--- config.mk ---
export PLATFORM = sky130hd
export DESIGN_NAME = multi_alarm_timekeeper
export DESIGN_NICKNAME = d
export VERILOG_FILES = /design/src/rtl/timekeeper_pkg.sv /design/src/rtl/alarm_channel.sv /design/src/rtl/multi_alarm_timekeeper.sv
export SDC_FILE = /design/constraint.sdc
export NUM_CORES = 1
export LEC_CHECK = 0
export BUFFER_PORTS_ARGS = -buffer_cell sky130_fd_sc_hd__buf_4
export CORE_ASPECT_RATIO = 1.75
export CORE_UTILIZATION = 50
export DETAILED_ROUTE_END_ITERATION = 8
export PLACE_DENSITY_LB_ADDON = 0.2
export SLEW_MARGIN = 20
export SYNTH_ARGS = -nofsm -noshare
export SYNTH_HDL_FRONTEND = slang
export SYNTH_SLANG_ARGS = --single-unit
--- constraint.sdc ---
create_clock -name clk -period 8.6 [get_ports clk]
set_clock_uncertainty 0.15 [all_clocks]
set_input_delay 0.86 -clock clk [delete_from_list [all_inputs] [get_ports clk]]
set_output_delay 0.86 -clock clk [all_outputs]
set_load 0.02 [all_outputs]
--- src/rtl/timekeeper_pkg.sv ---
// rtl/timekeeper_pkg.sv - shared channel encoding, field widths and time arithmetic for the timekeeper
package timekeeper_pkg;

  localparam int TIME_W_SEC = 6;
  localparam int TIME_W_MIN = 6;
  localparam int TIME_W_HR  = 5;

  typedef enum logic [1:0] {
    ST_IDLE    = 2'd0,
    ST_ARMED   = 2'd1,
    ST_RINGING = 2'd2,
    ST_SNOOZED = 2'd3
  } chan_state_t;

  typedef struct packed {
    logic [TIME_W_HR-1:0]  hr;
    logic [TIME_W_MIN-1:0] mn;
  } hm_t;

  // Adds up to two units to a counter already below modulus, wrapping once.
  function automatic logic [5:0] inc_mod(input logic [5:0] v, input logic [1:0] n,
                                         input int unsigned modulus);
    int unsigned s;
    s = 32'(v) + 32'(n);
    if (s >= modulus) s = s - modulus;
    return 6'(s);
  endfunction

  function automatic hm_t add_minutes(input hm_t t, input int unsigned add,
                                      input int unsigned hours);
    int unsigned m;
    int unsigned h;
    hm_t r;
    m = 32'(t.mn) + add;
    h = 32'(t.hr);
    if (m >= 60) begin
      m = m - 60;
      h = h + 1;
    end
    if (h >= hours) h = h - hours;
    r.mn = TIME_W_MIN'(m);
    r.hr = TIME_W_HR'(h);
    return r;
  endfunction

endpackage

--- src/rtl/alarm_channel.sv ---
// rtl/alarm_channel.sv - one alarm channel: alarm time, snooze target, ring timer and state machine
module alarm_channel
  import timekeeper_pkg::*;
#(
  parameter int HOURS      = 12,
  parameter int SNOOZE_MIN = 5,
  parameter int RING_S     = 60
) (
  input  logic                  clk,
  input  logic                  reset_n,
  input  logic                  min_adj,
  input  logic                  hrs_adj,
  input  logic                  toggle,
  input  logic                  snooze,
  input  logic                  new_sec,
  input  logic [TIME_W_SEC-1:0] cur_sec,
  input  logic [TIME_W_MIN-1:0] cur_min,
  input  logic [TIME_W_HR-1:0]  cur_hr,
  output logic [TIME_W_MIN-1:0] al_min,
  output logic [TIME_W_HR-1:0]  al_hr,
  output logic                  ringing,
  output logic                  enabled
);

  localparam int RW = $clog2(RING_S + 1);

  chan_state_t   state;
  hm_t           target;
  hm_t           now_hm;
  hm_t           snooze_hm;
  logic [RW-1:0] ring_cnt;
  logic          at_minute;
  logic          at_alarm;
  logic          at_target;

  assign now_hm    = '{hr: cur_hr, mn: cur_min};
  assign snooze_hm = add_minutes(now_hm, SNOOZE_MIN, HOURS);
  // Matching only on the :00 second keeps a dismissed alarm silent for the rest of its minute.
  assign at_minute = new_sec && (cur_sec == '0);
  assign at_alarm  = at_minute && (cur_min == al_min) && (cur_hr == al_hr);
  assign at_target = at_minute && (now_hm == target);

  always_ff @(posedge clk) begin
    if (!reset_n) begin
      state    <= ST_IDLE;
      target   <= '0;
      ring_cnt <= '0;
      al_min   <= '0;
      al_hr    <= '0;
    end else begin
      if (min_adj) al_min <= inc_mod(al_min, 2'd1, 60);
      if (hrs_adj) al_hr <= TIME_W_HR'(inc_mod({1'b0, al_hr}, 2'd1, HOURS));
      case (state)
        ST_IDLE: if (toggle) state <= ST_ARMED;
        ST_ARMED: begin
          if (toggle) state <= ST_IDLE;
          else if (at_alarm) begin
            state    <= ST_RINGING;
            ring_cnt <= '0;
          end
        end
        ST_RINGING: begin
          if (toggle) state <= ST_ARMED;
          else if (snooze) begin
            state  <= ST_SNOOZED;
            target <= snooze_hm;
          end else if (new_sec) begin
            if (ring_cnt == RW'(RING_S - 1)) state <= ST_ARMED;
            else ring_cnt <= ring_cnt + 1'b1;
          end
        end
        ST_SNOOZED: begin
          if (toggle) state <= ST_IDLE;
          else if (at_target) begin
            state    <= ST_RINGING;
            ring_cnt <= '0;
          end
        end
        default: state <= ST_IDLE;
      endcase
    end
  end

  assign ringing = (state == ST_RINGING);
  assign enabled = (state != ST_IDLE);

endmodule

--- src/rtl/multi_alarm_timekeeper.sv ---
// rtl/multi_alarm_timekeeper.sv - hh:mm:ss timekeeper with NUM_ALARMS alarm channels and gated buzzer
module multi_alarm_timekeeper
  import timekeeper_pkg::*;
#(
  parameter int CLK_HZ     = 31500000,
  parameter int HOURS      = 12,
  parameter int NUM_ALARMS = 2,
  parameter int BUZZ_HZ    = 3150,
  parameter int SNOOZE_MIN = 5,
  parameter int RING_S     = 60
) (
  input  logic                    clk,
  input  logic                    reset_n,
  input  logic                    sec_adj,
  input  logic                    min_adj,
  input  logic                    hrs_adj,
  input  logic                    al_sel,
  input  logic                    al_min_adj,
  input  logic                    al_hrs_adj,
  input  logic                    al_toggle,
  input  logic                    snooze,
  output logic [TIME_W_SEC-1:0]   seconds,
  output logic [TIME_W_MIN-1:0]   minutes,
  output logic [TIME_W_HR-1:0]    hours,
  output logic [6*NUM_ALARMS-1:0] al_minutes,
  output logic [5*NUM_ALARMS-1:0] al_hours,
  output logic [1:0]              sel,
  output logic [NUM_ALARMS-1:0]   al_enabled,
  output logic [NUM_ALARMS-1:0]   ringing,
  output logic                    buzzer_out
);

  localparam int PW       = $clog2(CLK_HZ + 1);
  localparam int TONE_PER = CLK_HZ / BUZZ_HZ;
  localparam int TW       = $clog2(TONE_PER + 1);

  logic [PW-1:0] presc;
  logic [PW-1:0] gate_cnt;
  logic [TW-1:0] tone_cnt;
  logic          tick;
  logic          sec_wrap;
  logic          min_wrap;
  logic          new_sec;
  logic          any_ring;

  assign tick     = (presc == PW'(CLK_HZ - 1));
  assign sec_wrap = tick && !sec_adj && (seconds == 6'd59);
  assign min_wrap = sec_wrap && (minutes == 6'd59);

  // Adjust pulses add to the tick carry rather than replacing it.
  always_ff @(posedge clk) begin
    if (!reset_n) begin
      presc   <= '0;
      seconds <= '0;
      minutes <= '0;
      hours   <= '0;
      new_sec <= 1'b0;
      sel     <= '0;
    end else begin
      presc   <= (tick || sec_adj) ? '0 : presc + 1'b1;
      new_sec <= tick && !sec_adj;
      if (sec_adj) seconds <= '0;
      else if (tick) seconds <= sec_wrap ? '0 : seconds + 1'b1;
      minutes <= inc_mod(minutes, {1'b0, sec_wrap} + {1'b0, min_adj}, 60);
      hours   <= TIME_W_HR'(inc_mod({1'b0, hours}, {1'b0, min_wrap} + {1'b0, hrs_adj}, HOURS));
      if (al_sel) sel <= (sel == 2'(NUM_ALARMS - 1)) ? '0 : sel + 1'b1;
    end
  end

  for (genvar i = 0; i < NUM_ALARMS; i++) begin : g_ch
    logic hit;
    assign hit = (sel == 2'(i));
    alarm_channel #(
      .HOURS     (HOURS),
      .SNOOZE_MIN(SNOOZE_MIN),
      .RING_S    (RING_S)
    ) u_ch (
      .clk     (clk),
      .reset_n (reset_n),
      .min_adj (al_min_adj && hit),
      .hrs_adj (al_hrs_adj && hit),
      .toggle  (al_toggle && hit),
      .snooze  (snooze),
      .new_sec (new_sec),
      .cur_sec (seconds),
      .cur_min (minutes),
      .cur_hr  (hours),
      .al_min  (al_minutes[6*i +: 6]),
      .al_hr   (al_hours[5*i +: 5]),
      .ringing (ringing[i]),
      .enabled (al_enabled[i])
    );
  end

  assign any_ring = |ringing;

  // Counters sit at zero while silent, so gate and tone restart in phase with the first ring.
  always_ff @(posedge clk) begin
    if (!reset_n || !any_ring) begin
      gate_cnt <= '0;
      tone_cnt <= '0;
    end else begin
      gate_cnt <= (gate_cnt == PW'(CLK_HZ - 1)) ? '0 : gate_cnt + 1'b1;
      tone_cnt <= (tone_cnt == TW'(TONE_PER - 1)) ? '0 : tone_cnt + 1'b1;
    end
  end

  assign buzzer_out = any_ring && (gate_cnt < PW'(CLK_HZ / 2)) && (tone_cnt < TW'(TONE_PER / 2));

endmodule

==> out/metrics.sh, run 1 <==
SYN_AREA_UM2=7840
TIMING.CRITICAL_PATH.FROM='presc[2]$_SDFF_PP0_'
WORSTHOLDENDPOINT='tone_cnt[0]$_SDFF_PP0_'
CTS_INSERTED_BUFFERS=17
SYNTH_TOP_AREA_SHARE=0.368
DIEHEIGHT_UM=168
SETUP_VIOL=0
CLKLATENCYLATEPIN_NS=0.42
HOLD_VIOL=0
SYNTH-SEQ-AREA-SHARE=0.368
CTS_HOLD_BUFFERS=0
DRC_VIOLATIONS_LEFT=0
TOP_COUNT_CELL_POST_SYNTH='sky130_fd_sc_hd__dfxtp_1'
DIE_W_UM=96.7
P_COMB_FRAC=0.054
WORST-ENDPOINT-ARRIVAL_NS=4.08
SYNTH_TOP_FLOP_CELL='sky130_fd_sc_hd__dfxtp_1'
DRT_FIRST_PASS_ITERS=4
COUNT_OF_UNIQUE_LIBRARY_CELLS_INSTANTIATED_BY_YOSYS=66
NUM_ANTENNA_CELLS=0
TIGHTEST_SLEW_NS=0.756
ANTENNA_VIOLATIONS_BEFORE_REPAIR=0
SYNTH_ASYNC_SR_FLOP_SHARE=0
HPWL_UM=13000
SYNTH-SEQ-CELLS=144
HOLD_START='tone_cnt[0]$_SDFF_PP0_'
STD_CELL_ROWS=60
GRT_MAX_DEGREE=56
P_INT_mW=1.18
POST_SYNTH_MOST_FREQUENT_CELLS='144 x sky130_fd_sc_hd__dfxtp_1, 138 x sky130_fd_sc_hd__nor2_1, 85 x sky130_fd_sc_hd__nand2_1'
SETUP-TNS-FINAL_NS=0
REPORT.FINAL.SLEW_VIOL_COUNT=0
WORST-R2R-CELL-COUNT=15
DESIGN.PORTCOUNT=56
GRT_OVF=0
INITIAL_CORE_UTIL=0.512
POWER.SHARE.CLOCK=0.500
COUNT_OF_CELLS_RESIZED_BY_POST_CTS_REPAIR=0
DETAILROUTE.VIA_COUNT=6663
GRTUSAGETOTAL=0.227
TOTALWIRELENGTH_UM=17900
WORST_SETUP_PATH_START_KIND='register'
POST_SYNTH_INST_COUNT=960
CTS_TREE='yes'
POST_SYNTH_MAIN_AREA_CONTRIBUTORS='sky130_fd_sc_hd__dfxtp_1 37%, sky130_fd_sc_hd__xnor2_1 8.8%, sky130_fd_sc_hd__xor2_1 7.0%, sky130_fd_sc_hd__nor2_1 6.6%, sky130_fd_sc_hd__nand3_1 4.1%'
DRTANTENNAVIOLNETS=0
FINAL_NETS=1019
PEAKVDDDROP_V=0.000130
SYNTH_EDF_COUNT=0
OUTCOME='finished clean'
SWITCHINGPOWER_uW=373
CAP_VIOLATIONS=0
POST_SYNTH.CELL_AREA_AVG_UM2=8.17
NUMPORTBUFFERS=55
POWER_SWITCHING_SHARE=0.241
CP.REQUIRED_NS=8.74
SOURCE_OF_THE_WORST_REGISTER_TO_REGISTER_TIMING_PATH='presc[2]$_SDFF_PP0_'
ENDPOINT_KIND_OF_THE_WORST_SETUP_TIMING_PATH='register'
CLOCK_SINK_COUNT=144
DRIVE_ABOVE_1_SHARE=0.105
DR_WL_MET2_UM=9760
AREA_GROWTH_SYN_TO_LAYOUT_PCT=13.2
SYNTH.YOSYS.WARNINGS=0
WORST_HOLD_CHECK_PATH_TYPE='register to register'
WORSTPATHMAXFANOUT=6
HIGHEST_LAYER='met4'
SYN_NETS=995
MAX_FREQ_GHz=0.253
DRT_ITER0_DRC=204
HOLD-PATH-CELL-COUNT=1
WIRE_PER_INST_UM=15.2
DIE_AREA_UM2=16200
PLACE_CONGESTION=0.803
REG2REG_SLACK_NS=4.66
DETAILROUTE.WIRELENGTH.MET3_UM=615
WORSTSETUPPATHTYPE='register to register'
LEVEL_COUNT_OF_THE_CLOCK_H_TREE=4
FINAL_CELLS=1183
NETLIST.TOP_CELL.BY_AREA='sky130_fd_sc_hd__dfxtp_1'
CTS.REPAIR_TIMING.SETUP_BUFFER_COUNT=0
POWER_mW=1.55
GRT_PASS1_WL_UM=30100
POWER.SHARE.SEQUENTIAL=0.446
CORE_AREA_UM2=15300
WORST_SETUP_HOLD_PATH_CLK_SLEW_NS=0.06
VIAS_PER_CELL=5.63
TIMING.SLEW.HEADROOM=0.495
CELL_CHOSEN_FOR_THE_CLOCK_ROOT='sky130_fd_sc_hd__clkbuf_16'
POST-PLACE-CELLS=1151
RSZ0062_AT_GRT='false'
FIRST_GLOBAL_VIAS=6465
FINAL_PERIOD_MINUS_WORST_SETUP_SLACK_NS=3.94
REGTOREGENDPOINT='minutes[3]$_SDFF_PN0_'
LEAKAGEPOWER_nW=3.32
FINALCRITPERIODSHARE=0.459
WL_MET1_UM=7180
CLOCK_PATH_BUFFERS=2
POWERDENSITY_nW_PER_UM2=175
FINAL.HOLD.WORST_SLACK_NS=0.287
[power groups by stage]
stage | Combinational, mW | Clock [mW] | Sequential, mW
6_report | 0.0840 | 0.775 | 0.691
5_1_grt | 0.0931 | 0.815 | 0.692
4_1_cts | 0.0849 | 0.788 | 0.691
3_5_place_dp | 0.0845 | 0 | 0.706
3_3_place_gp | 0.0843 | 0 | 0.706
2_1_floorplan | 0.0581 | 0 | 0.703
[cell families (layout without fill, tap and decap cells)]
family | count (synthesis) | in the layout | share of synthesized area
DFF | 144 | 144 | 0.368
buffers and inverters | 69 | 106 | 0.0386
muxes | 6 | 6 | 0.00766
AOI/OAI and AO/OA | 147 | 147 | 0.119
adders and majority gates | 25 | 25 | 0.0418
and+or+nand+nor | 426 | 426 | 0.265
xor gates and xnor gates | 143 | 143 | 0.161
[registers in the layout, indices dropped and copies added, names as in the netlist]
signal / flops
gate_cnt: 25
presc: 25
g_ch.u_ch.target: 22
tone_cnt: 14
g_ch.u_ch.al_min: 12
g_ch.u_ch.ring_cnt: 12
g_ch.u_ch.al_hr: 10
minutes: 6
seconds: 6
hours: 5
g_ch.u_ch.state: 4
sel: 2
new_sec: 1
[how the worst max path moves through the flow]
| stage | to | slack (ns) | depth (start not counted) |
|---|---|---|---|
| 2_1_floorplan | hours[3]$_SDFF_PN0_ | 5.09 | 12 |
| 5_1_grt | minutes[3]$_SDFF_PN0_ | 4.37 | 15 |
| 3_3_place_gp | hours[3]$_SDFF_PN0_ | 4.74 | 11 |
| 4_1_cts | hours[3]$_SDFF_PN0_ | 4.67 | 12 |
| 3_5_place_dp | hours[3]$_SDFF_PN0_ | 4.68 | 12 |
| 6_report | minutes[3]$_SDFF_PN0_ | 4.66 | 15 |
[critical path, stage by stage, from the launching register on]
cell and delay, ns:
sky130_fd_sc_hd__dfxtp_1 0.39, sky130_fd_sc_hd__nand3_2 0.15, sky130_fd_sc_hd__or4_4 0.56, sky130_fd_sc_hd__nor4_1 0.31
sky130_fd_sc_hd__nand3_1 0.23, sky130_fd_sc_hd__inv_1 0.11, sky130_fd_sc_hd__fa_1 0.21, sky130_fd_sc_hd__ha_1 0.22
sky130_fd_sc_hd__nor2b_1 0.19, sky130_fd_sc_hd__or2_2 0.16, sky130_fd_sc_hd__ha_1 0.19, sky130_fd_sc_hd__nor3b_1 0.29
sky130_fd_sc_hd__nand4_1 0.14, sky130_fd_sc_hd__nand3_1 0.22, sky130_fd_sc_hd__mux2i_1 0.23, sky130_fd_sc_hd__nor2_1 0.05
[placed cells by master, fill, tap and decap left out, types with 17 or more instances in the layout]
master                      Yosys  layout
sky130_fd_sc_hd__ha_1          23      23
sky130_fd_sc_hd__nand2_1       85      85
sky130_fd_sc_hd__nand4_1       23      23
sky130_fd_sc_hd__o21ai_0       35      35
sky130_fd_sc_hd__or3_1         17      17
sky130_fd_sc_hd__and3_1        21      21
sky130_fd_sc_hd__buf_4          4      56
sky130_fd_sc_hd__xor2_1        63      63
sky130_fd_sc_hd__a21oi_1       51      51
sky130_fd_sc_hd__dfxtp_1      144     144
sky130_fd_sc_hd__clkbuf_16      0      17
sky130_fd_sc_hd__nor2_1       138     138
sky130_fd_sc_hd__nand3_1       64      64
sky130_fd_sc_hd__xnor2_1       79      79
[area by class of cell]
cell class                 count  area [um^2]
clock buffer                  18          439
clock inverter                14          179
fill                        1457         6440
inverter                      18         67.6
multi-input combinational    747         4660
sequential                   144         2880
tap                          186          233
timing repair buffer          56          420
[stage by stage]
stage	util	area, um^2	setup slack [ns]
after floorplan	-	7840	5.09
after global routing	0.580	8880	4.37
final	0.580	8880	4.66
after CTS	0.580	8880	4.67
after global placement	0.539	8260	4.74
after detailed placement	0.539	8260	4.68
[metal layers]
layer	GRT usage	vias to the layer above
li1	-	3380
met2	0.443	110
met4	0.0883	0
met1	0.233	3148
met3	0.0422	25
met5	0	-
No activity file was read; power rests on OpenSTA's default activity.
==> run 2, diff against run 1 <==
--- a/config.mk
+++ b/config.mk
@@ -5,6 +5,7 @@
 export SDC_FILE = /design/constraint.sdc
 export NUM_CORES = 1
 export LEC_CHECK = 0
+export ABC_AREA = 1
 export BUFFER_PORTS_ARGS = -buffer_cell sky130_fd_sc_hd__buf_4
 export CORE_ASPECT_RATIO = 1.75
 export CORE_UTILIZATION = 50
==> constraint.sdc (replaced) <==
create_clock -name clk -period 3.3 [get_ports clk]
set_clock_uncertainty 0.15 [all_clocks]
set_input_delay 0.33 -clock clk [delete_from_list [all_inputs] [get_ports clk]]
set_output_delay 0.33 -clock clk [all_outputs]
set_load 0.02 [all_outputs]
==> out/metrics.sh, run 2 <==
OUTCOME='finished clean'
NETLIST.TOP_CELL.BY_AREA='sky130_fd_sc_hd__dfxtp_1'
TOTALWIRELENGTH_UM=22200
ENDPOINT_KIND_OF_THE_WORST_SETUP_TIMING_PATH='register'
GRT_PASS1_WL_UM=36100
CELL_CHOSEN_FOR_THE_CLOCK_ROOT='sky130_fd_sc_hd__clkbuf_16'
SETUP-TNS-FINAL_NS=0
DIE_W_UM=102
DRC_VIOLATIONS_LEFT=0
GRT_UTIL_MET3=0.0537
SETUP_VIOL=0
MULTIINPUTGATEAREA_UM2=4960
GRT_MAX_DEGREE=40
POST_SYNTH.CELL_AREA_AVG_UM2=6.84
GRTUSAGETOTAL=0.257
BUSIEST_LAYER='met2'
NUM_ANTENNA_CELLS=0
SYNTH-SEQ-CELLS=144
HPWL_UM=16800
TIGHTEST_SLEW_NS=0.729
SYNTH_SIMPLE_GATE_AREA_SHARE=0.331
DETAILROUTE.VIA_COUNT=8286
POWER_mW=4.98
LEAKAGEPOWER_nW=4.41
WORST-R2R-CELL-COUNT=17
NUMPORTBUFFERS=55
CTS_HOLD_BUFFERS=0
WORST-ENDPOINT-ARRIVAL_NS=3.29
GRT_OVF=0
SYNTH_ASYNC_SR_FLOP_SHARE=0
CTS_TREE='yes'
SYNTH_TOP_FLOP_CELL='sky130_fd_sc_hd__dfxtp_1'
SYNTH_TOP_AREA_SHARE=0.331
FINALCRITPERIODSHARE=0.951
FINAL_PERIOD_MINUS_WORST_SETUP_SLACK_NS=3.14
MAIN_COMBINATIONAL_CELL_FAMILY_BY_AREA_AFTER_SYNTHESIS='simple AND/OR/NAND/NOR gates'
HOLD_VIOL=0
DRIVE_ABOVE_1_SHARE=0.139
WORST_HOLD_CHECK_PATH_TYPE='input port to register'
CLOCK_PATH_BUFFERS=2
N_FILL_CELL=1662
TIMING.SLEW.HEADROOM=0.514
WORSTSETUPPATHTYPE='register to register'
SYNTH-SEQ-AREA-SHARE=0.331
CORE_AREA_UM2=17000
SYNTH-ADDER-AREA-SHARE=0.0376
VIAS_PER_CELL=5.25
SYN_AREA_UM2=8720
DESIGN.PORTCOUNT=56
INITIAL_CORE_UTIL=0.512
COUNT_OF_UNIQUE_LIBRARY_CELLS_INSTANTIATED_BY_YOSYS=52
ANTENNA_VIOLATIONS_BEFORE_REPAIR=0
WORST_SETUP_PATH_START_KIND='register'
MOST_FREQUENT_STANDARD_CELL_IN_THE_LAYOUT_EXCLUDING_FILL_AND_TAP_CELLS='sky130_fd_sc_hd__nand2_1'
SYNTH.YOSYS.WARNINGS=0
POST_SYNTH_MAIN_AREA_CONTRIBUTORS='sky130_fd_sc_hd__dfxtp_1 33%, sky130_fd_sc_hd__nand2_1 10%, sky130_fd_sc_hd__inv_1 8.1%, sky130_fd_sc_hd__nor2_1 6.2%, sky130_fd_sc_hd__xor2_1 5.4%'
CLOCK_SINK_COUNT=144
YOSYS.AREA_SHARE.XOR_XNOR=0.0712
PLACE_CONGESTION=0.891
CTS_INSERTED_BUFFERS=17
YOSYS-MUX-AREA-FRACTION=0
AREA_GROWTH_SYN_TO_LAYOUT_PCT=15.3
CLKLATENCYLATEPIN_NS=0.42
DRT_FIRST_PASS_ITERS=4
FF_LATCH_AREA_UM2=2880
WIRE_PER_INST_UM=14.1
FIN_UTIL=0.590
STD_CELL_ROWS=63
POSTLAYOUTSETUPSLACKWORST_NS=0.161
HOLD_START='al_sel'
REPORT.FINAL.SLEW_VIOL_COUNT=0
DRT_ITER0_DRC=318
FIRST_GLOBAL_VIAS=7994
PLACEMENT.SETUP.WORST_SLACK_NS=-0.153
POST_SYNTH_INST_COUNT=1274
BIGGESTREGSBYFLOPS='gate_cnt: 25 flops, presc: 25 flops, g_ch.u_ch.target: 22 flops'
MET1_LAYER_USAGE_REPORTED_BY_GLOBAL_ROUTE=0.256
WORST_SETUP_HOLD_PATH_CLK_SLEW_NS=0.06
WORSTPATHMAXFANOUT=5
DRTANTENNAVIOLNETS=0
TOP_COUNT_CELL_POST_SYNTH='sky130_fd_sc_hd__nand2_1'
CP.REQUIRED_NS=3.45
DIEHEIGHT_UM=177
FINAL_NETS=1373
TIMING.CRITICAL_PATH.FROM='presc[12]$_SDFF_PP0_'
POST_SYNTH_MOST_FREQUENT_CELLS='236 x sky130_fd_sc_hd__nand2_1, 187 x sky130_fd_sc_hd__inv_1, 145 x sky130_fd_sc_hd__nor2_1'
COMPOUND_GATE_PORTION_OF_THE_SYNTHESIZED_AREA=0.120
MOST_USED_CELLS_IN_THE_LAYOUT_EXCLUDING_FILL_AND_TAP_CELLS='235 x sky130_fd_sc_hd__nand2_1, 187 x sky130_fd_sc_hd__inv_1, 144 x sky130_fd_sc_hd__dfxtp_1'
SYN_NETS=1309
FINAL.HOLD.WORST_SLACK_NS=0.0335
POWERDENSITY_nW_PER_UM2=496
SOURCE_OF_THE_WORST_REGISTER_TO_REGISTER_TIMING_PATH='presc[12]$_SDFF_PP0_'
DIE_AREA_UM2=18000
PEAKVDDDROP_V=0.000301
HOLD-PATH-CELL-COUNT=3
MAX_FREQ_GHz=0.319
SYNTH_EDF_COUNT=0
CAP_VIOLATIONS=0
LEVEL_COUNT_OF_THE_CLOCK_H_TREE=4
GR-USAGE-MET2=0.482
## run 2: cell type report
type                       count  share of cell area
timing repair buffer          80              0.0597
tap                          227              0.0283
sequential                   144               0.287
inverter                     196              0.0732
multi-input combinational    899               0.493
clock inverter                10              0.0108
clock buffer                  22              0.0482
## run 2: path summary, 6_finish.rpt
check                                            to  slack, ns
worst max-delay path            hours[2]$_SDFF_PN0_       0.16
worst min-delay path            sel[0]$_SDFFE_PN0P_       0.03
worst max register to register  hours[2]$_SDFF_PN0_       0.16
worst min register to register  presc[0]$_SDFF_PP0_       0.30
## run 2: critical path: stages, from the launching register on
cell	delay (ns)
sky130_fd_sc_hd__dfxtp_1	0.35
sky130_fd_sc_hd__inv_1	0.11
sky130_fd_sc_hd__nand4_1	0.10
sky130_fd_sc_hd__nor3_2	0.23
sky130_fd_sc_hd__nand3_2	0.13
sky130_fd_sc_hd__nor3_4	0.26
sky130_fd_sc_hd__nand3_2	0.11
sky130_fd_sc_hd__fa_2	0.37
sky130_fd_sc_hd__inv_1	0.07
sky130_fd_sc_hd__ha_2	0.21
sky130_fd_sc_hd__xor2_2	0.09
sky130_fd_sc_hd__ha_2	0.21
sky130_fd_sc_hd__nor2_2	0.12
sky130_fd_sc_hd__inv_1	0.07
sky130_fd_sc_hd__a31oi_2	0.17
sky130_fd_sc_hd__inv_1	0.10
sky130_fd_sc_hd__o21ai_1	0.12
sky130_fd_sc_hd__a21oi_1	0.05
## run 2: timing repair
| action | in CTS | in global routing |
|---|---|---|
| pin swaps | 0 | 3 |
| resized for setup | 2 | 16 |
| setup endpoints to repair | 2 | 5 |
| buffers inserted | 0 | 1 |
## run 2: kinds of logic after synthesis
family                     Yosys count
and+or+nand+nor                    617
buffers and inverters              231
AOI/OAI and AO/OA                  187
DFF                                144
xor gates and xnor gates            70
adders and majority gates           25
## run 2: report_power, final
part	switching (mW)	leakage [nW]	internal [mW]
sequential	0.119	1.17	1.85
combinational	0.708	2.95	0.383
clock	0.738	0.292	1.19
total	1.57	4.41	3.42
## run 2: per-stage QoR
step | std cells | cell area (um^2)
floorplan | 1274 | 8720
global placement | 1545 | 9380
detailed placement | 1545 | 9380
CTS | 1577 | 9980
global route | 1578 | 10100
finish | 1578 | 10100
## run 2: routing by layer
| metal | share of wire | vias to the layer above | wire [um] |
|---|---|---|---|
| met1 | 0.39 | 3823 | 8660 |
| met3 | 0.036 | 59 | 794 |
| li1 | - | 4260 | - |
| met2 | 0.53 | 144 | 11700 |
| met4 | 0.049 | 0 | 1080 |
| met5 | 0 | - | 0 |
